### src/rtl/mips_trace_pkg.sv
// Shared types and helpers for the MIPS writeback trace buffer.
// Holds the capture FSM encoding and the default trace entry layout.
package mips_trace_pkg;

  typedef enum logic [1:0] {
    S_IDLE  = 2'd0,
    S_ARMED = 2'd1,
    S_POST  = 2'd2,
    S_DONE  = 2'd3
  } state_t;

  localparam int DEF_DATA_W = 16;
  localparam int DEF_RA_W   = 4;
  localparam int DEF_PC_W   = 16;

  typedef struct packed {
    logic [DEF_PC_W-1:0]   pc;
    logic [DEF_RA_W-1:0]   addr;
    logic [DEF_DATA_W-1:0] data;
  } entry_t;

  function automatic int trace_idx_w(input int depth);
    return $clog2(depth);
  endfunction

endpackage

### src/rtl/trace_ram.sv
// Simple dual-port trace memory: one write port, one registered read port.
// Contents are intentionally not reset.
module trace_ram #(
  parameter int WIDTH = 36,
  parameter int DEPTH = 16,
  parameter int AW    = 4
) (
  input  logic             clk,
  input  logic             we,
  input  logic [AW-1:0]    waddr,
  input  logic [WIDTH-1:0] wdata,
  input  logic             re,
  input  logic [AW-1:0]    raddr,
  output logic [WIDTH-1:0] q
);

  logic [WIDTH-1:0] mem [DEPTH];

  always_ff @(posedge clk) begin
    if (we) mem[waddr] <= wdata;
    if (re) q <= mem[raddr];
  end

endmodule

### src/rtl/mips_wb_trace_buffer.sv
// Writeback trace buffer: circular capture of WB events around a trigger.
// Probe-only; never back-pressures the pipeline.
module mips_wb_trace_buffer
  import mips_trace_pkg::*;
#(
  parameter int DATA_W    = 16,
  parameter int RA_W      = 4,
  parameter int PC_W      = 16,
  parameter int DEPTH     = 16,
  parameter int POST_TRIG = 8
) (
  input  logic                        clk,
  input  logic                        reset,
  input  logic                        cap_en,
  input  logic [PC_W-1:0]             pc_in,
  input  logic                        wb_valid,
  input  logic [RA_W-1:0]             wb_addr,
  input  logic [DATA_W-1:0]           wb_data,
  input  logic                        trig_arm,
  input  logic                        trig_force,
  input  logic                        trig_pc_en,
  input  logic [PC_W-1:0]             trig_pc,
  input  logic                        rd_req,
  input  logic [trace_idx_w(DEPTH)-1:0] rd_idx,
  output logic [1:0]                  state,
  output logic                        done,
  output logic [trace_idx_w(DEPTH):0] count,
  output logic                        overflow,
  output logic                        rd_valid,
  output logic                        rd_err,
  output logic [PC_W-1:0]             rd_pc,
  output logic [RA_W-1:0]             rd_addr,
  output logic [DATA_W-1:0]           rd_data
);

  localparam int IDX_W = trace_idx_w(DEPTH);
  localparam int CNT_W = IDX_W + 1;
  localparam int ENT_W = PC_W + RA_W + DATA_W;
  localparam logic [CNT_W-1:0] FULL = CNT_W'(DEPTH);
  localparam logic [IDX_W-1:0] POST_INIT = IDX_W'(POST_TRIG);

  state_t             st;
  logic [IDX_W-1:0]   wr_ptr;
  logic [IDX_W-1:0]   post_cnt;
  logic               trigger;
  logic               capturing;
  logic               wr_en;
  logic               rd_ok;
  logic [IDX_W-1:0]   oldest;
  logic [IDX_W-1:0]   rd_ptr;
  logic [ENT_W-1:0]   q;

  assign trigger   = trig_force || (trig_pc_en && (pc_in == trig_pc));
  assign capturing = (st == S_ARMED) || (st == S_POST);
  // Arm wins over a same-cycle write: the buffer is being cleared.
  assign wr_en     = cap_en && wb_valid && capturing && !trig_arm;

  always_ff @(posedge clk or posedge reset) begin
    if (reset) begin
      st       <= S_IDLE;
      wr_ptr   <= '0;
      count    <= '0;
      overflow <= 1'b0;
      post_cnt <= '0;
    end else if (trig_arm) begin
      st       <= S_ARMED;
      wr_ptr   <= '0;
      count    <= '0;
      overflow <= 1'b0;
      post_cnt <= '0;
    end else begin
      if (wr_en) begin
        wr_ptr <= wr_ptr + IDX_W'(1);
        if (count == FULL) overflow <= 1'b1;
        else count <= count + CNT_W'(1);
      end
      unique case (st)
        S_IDLE: ;
        S_ARMED: begin
          if (trigger) begin
            st       <= (POST_TRIG == 0) ? S_DONE : S_POST;
            post_cnt <= POST_INIT;
          end
        end
        S_POST: begin
          if (wr_en) begin
            post_cnt <= post_cnt - IDX_W'(1);
            if (post_cnt == IDX_W'(1)) st <= S_DONE;
          end
        end
        S_DONE: ;
      endcase
    end
  end

  // Once wrapped, the next slot to write holds the oldest entry.
  assign oldest = (overflow || (count == FULL)) ? wr_ptr : '0;
  assign rd_ptr = oldest + rd_idx;
  assign rd_ok  = (st == S_DONE) && ({1'b0, rd_idx} < count);

  always_ff @(posedge clk or posedge reset) begin
    if (reset) begin
      rd_valid <= 1'b0;
      rd_err   <= 1'b0;
    end else begin
      rd_valid <= rd_req;
      rd_err   <= rd_req && !rd_ok;
    end
  end

  trace_ram #(
    .WIDTH(ENT_W),
    .DEPTH(DEPTH),
    .AW   (IDX_W)
  ) u_ram (
    .clk  (clk),
    .we   (wr_en),
    .waddr(wr_ptr),
    .wdata({pc_in, wb_addr, wb_data}),
    .re   (rd_req && rd_ok),
    .raddr(rd_ptr),
    .q    (q)
  );

  assign {rd_pc, rd_addr, rd_data} =
    (rd_valid && !rd_err) ? q : '0;

  assign state = st;
  assign done  = (st == S_DONE);

endmodule
### config.mk
export PLATFORM = sky130hd
export DESIGN_NAME = mips_wb_trace_buffer
export DESIGN_NICKNAME = d
export VERILOG_FILES = /design/src/rtl/mips_trace_pkg.sv /design/src/rtl/trace_ram.sv /design/src/rtl/mips_wb_trace_buffer.sv
export SDC_FILE = /design/constraint.sdc
export NUM_CORES = 1
export LEC_CHECK = 0
export CORE_ASPECT_RATIO = 1.4
export CORE_UTILIZATION = 35
export DETAILED_ROUTE_END_ITERATION = 12
export PLACE_DENSITY = 0.48
export SYNTH_ARGS = -nofsm -noshare
export SYNTH_HDL_FRONTEND = slang
export SYNTH_SLANG_ARGS = --single-unit
### constraint.sdc
create_clock -name clk -period 5.65 [get_ports clk]
set_input_delay 1.13 -clock clk [delete_from_list [all_inputs] [get_ports clk]]
set_output_delay 1.13 -clock clk [all_outputs]
set_load 0.005 [all_outputs]
==> metrics.cfg <==
[route]
route.final.wire_length_mm = 60.4
first_pass_iters = 7
antenna_violating_nets_post_route = 0
viasPerCell = 5.14
detailedRoute.firstIterationViolations = 626
detail_route.wl_per_cell_um = 26.0
drcViolationCount = 0
dr_total_vias = 11900

[power]
peakVddDrop_v = 0.000226
static-leakage-power_nw = 9.12
power-per-cell-area_nw_per_um2 = 337
post-layout-total-power_w = 0.00978

[setup_path]
cp_top_family = adder cells
ff2ff_setup_slack_ns = 1.64
path_class = flop to flop
critical-path-top-cell-by-count = sky130_fd_sc_hd__nor2_1
crit_required_ns = 5.99
critPathCaptureType = flop
cpMaxStageDelayCell = sky130_fd_sc_hd__fa_4
path_max_fanout = 48
critPathLaunchType = flop
regToRegStartpoint = count[0]$_DFFE_PP0P_
critical_path_arrival_ns = 4.35
crit_buf_inv = 2
ff_to_ff_end = u_ram.q[28]$_DFFE_PP_
worst_r2r_path_depth = 12
worstPathCellList = inv_1 -> ha_1 -> and4bb_4 -> nor2_1 -> nor2_1 -> ha_4 -> fa_4 -> buf_12 -> mux4_2 -> and2_1 -> a211oi_1 -> a31oi_1
critPathMaxStageDelay_ns = 1.05

[logic_synthesis]
total_of_flip_flops_plus_latches_after_synthesis = 630
synth_warnings = 0
synth.cell_area_um2 = 24700
netlist_instances = 1202
seq_area_frac_synth_pct = 76.3
synth.distinct_cells = 39
synth_fp_nets = 1284
avgSynthCellArea_um2 = 20.5

[floorplan]
initial_core_utilization_pct = 35.6
design.portCount = 111
floorplan.die.width_um = 226
rows = 114
die_area_um2 = 71600
core_area_um2 = 69300
die_height_um = 316

[clock_network]
clock_tree.buffer_depth = 3
cts_hold_buf = 0
tritoncts.num_buffers = 59
clk_latency_ns = 0.62
clock_tree_from_tritoncts = done
cts_setup_buffers = 0
clock_tree.root_cell = sky130_fd_sc_hd__clkbuf_16
clk_pin_slew_worst_paths_ns = 0.06
post_cts_resize_count = 0
clock-sinks = 630
h-tree-depth = 2

[final_layout]
design.final.nets = 1432
most-common-layout-cells = sky130_fd_sc_hd__edfxtp_1, sky130_fd_sc_hd__mux4_2, sky130_fd_sc_hd__clkdlybuf4s50_1
mostFrequentLayoutCell = sky130_fd_sc_hd__edfxtp_1
post_route_cells_drive_above_1_share_pct = 20.7
num_antenna_cells = 0
area.growth.synth_to_final_pct = 17.5
final_util_pct = 41.8

[sta]
finalSetupViolations = 0
relSlewSlack_pct = 40.2
grt_setup_unrepaired = no
report.final.hold_viol_count = 0
clock_skew_ns = 0.0189
totalNegativeSetupSlack_ns = 0
worst_slew_pin_slew_ns = 0.897
final_max_slew_viol_count = 0
setup_ws_ns = 1.64
max_freq_ghz = 0.249
tcrit_tclk_final_pct = 71.0
post-route-min-period_ns = 4.01

[worst_hold_path]
worstHoldPathCells = 2
timing.hold.worst.class = flop to flop
holdPathEnd = wr_ptr[1]$_DFFE_PP0P_
hold_path_startpoint = wr_ptr[1]$_DFFE_PP0P_

[placed_design]
dp_slack_ns = 1.27
port-buffer-count = 110
place_congestion = 0.674
hpwl_mm = 30.7

[global_route]
grt_start_max_net_pins = 73
global_route.usage.total_pct = 17.4
overflow = 0
grt_first_pass_wirelength_mm = 88.7
antenna_found_initial = 0
number_of_global_route_vias_before_repair = 13100

[status]
run_status = finished, final reports clean

[job]
max_cap_violations = 0

[synth_stat cells, drive strengths merged]
master / instances / area (um^2)
a32o: 1 / 10.0
mux2i: 2 / 20.0
and2: 77 / 482
nand3b: 1 / 7.51
nor4: 5 / 31.3
a31oi: 36 / 225
o31ai: 3 / 22.5
a21oi: 5 / 28.8
inv: 19 / 71.3
dfrtp: 18 / 450
edfxtp: 612 / 18400
nor3: 11 / 55.1
clkbuf: 29 / 109
and4: 1 / 8.76
xnor2: 8 / 108
a32oi: 1 / 8.76
nand3: 3 / 15.0
mux4: 144 / 3240
xor2: 19 / 166
ha: 17 / 213
a21o: 3 / 22.5
o21ai: 5 / 40.0
nand2b: 1 / 6.26
nor3b: 2 / 15.0
nand4: 5 / 31.3
nand2: 80 / 300
a211oi: 36 / 270
fa: 1 / 20.0
and4bb: 1 / 16.3
nor2: 23 / 86.3
nor2b: 2 / 12.5
buf: 31 / 196
[registers in the layout, summed over array words and instances, names as in the netlist]
name / cells
u_ram.q: 36
state: 2
post_cnt: 4
rd_valid: 1
wr_ptr: 4
overflow: 1
count: 5
u_ram.mem: 576
rd_err: 1
[worst max-delay path by stage]
stage                               startpoint                         end  cells after the start
after floorplan                       wb_valid  u_ram.mem[10][0]$_DFFE_PP_                      4
after global placement               rd_idx[0]       u_ram.q[25]$_DFFE_PP_                      8
after detailed placement             rd_idx[0]       u_ram.q[25]$_DFFE_PP_                      8
after CTS                 count[0]$_DFFE_PP0P_       u_ram.q[25]$_DFFE_PP_                     12
after global routing      count[0]$_DFFE_PP0P_       u_ram.q[29]$_DFFE_PP_                     12
final                     count[0]$_DFFE_PP0P_       u_ram.q[28]$_DFFE_PP_                     12
[per-layer routing]
metal,GRT usage (%),part of all wire [%],vias to the layer above
li1,-,-,5170
met1,22.4,42,6438
met2,30.9,52,236
met3,2.17,3.3,75
met4,4.61,2.1,0
met5,0,0,-
[worst min-delay path: cells and delay by family, from the launching register on]
kind            cells  cell delay, ns
flops               1            0.42
simple gates        1            0.08
compound gates      1            0.06
[cell families (layout without fill, tap and decap cells)]
group                      Yosys count  in the layout  synth area share, %
DFF                                630            630                 76.3
and+or+nand+nor                    212            212                 4.33
muxes                              146            146                 13.2
AOI/OAI and AO/OA                   90             90                 2.55
buffers and inverters               79            270                 1.53
xor gates and xnor gates            27             27                 1.11
adders and majority gates           18             18                0.943
[stage by stage]
step           hold WS (ns)  cells  area (um^2)
2_1_floorplan         0.541   1202        24700
5_1_grt               0.633   2321        29000
3_5_place_dp          0.583   2217        27200
4_1_cts               0.598   2321        29000
6_report              0.595   2321        29000
3_3_place_gp          0.573   2217        27200
[final cells by class]
| cell class | instances | area, um^2 |
|---|---|---|
| multi-input combinational | 493 | 5610 |
| inverter | 19 | 71.3 |
| clock buffer | 73 | 1550 |
| sequential | 630 | 18800 |
| clock inverter | 31 | 290 |
| fill | 6216 | 40300 |
| tap | 928 | 1160 |
| timing repair buffer | 147 | 1490 |
[report_power, final]
group	internal (W)	switching, W	total (W)	leakage, nW
clock	0.00216	0.00171	0.00387	0.898
combinational	0.000292	0.000382	0.000674	2.48
sequential	0.00520	0.0000373	0.00524	5.74
(Power assumes the default switching activity.)
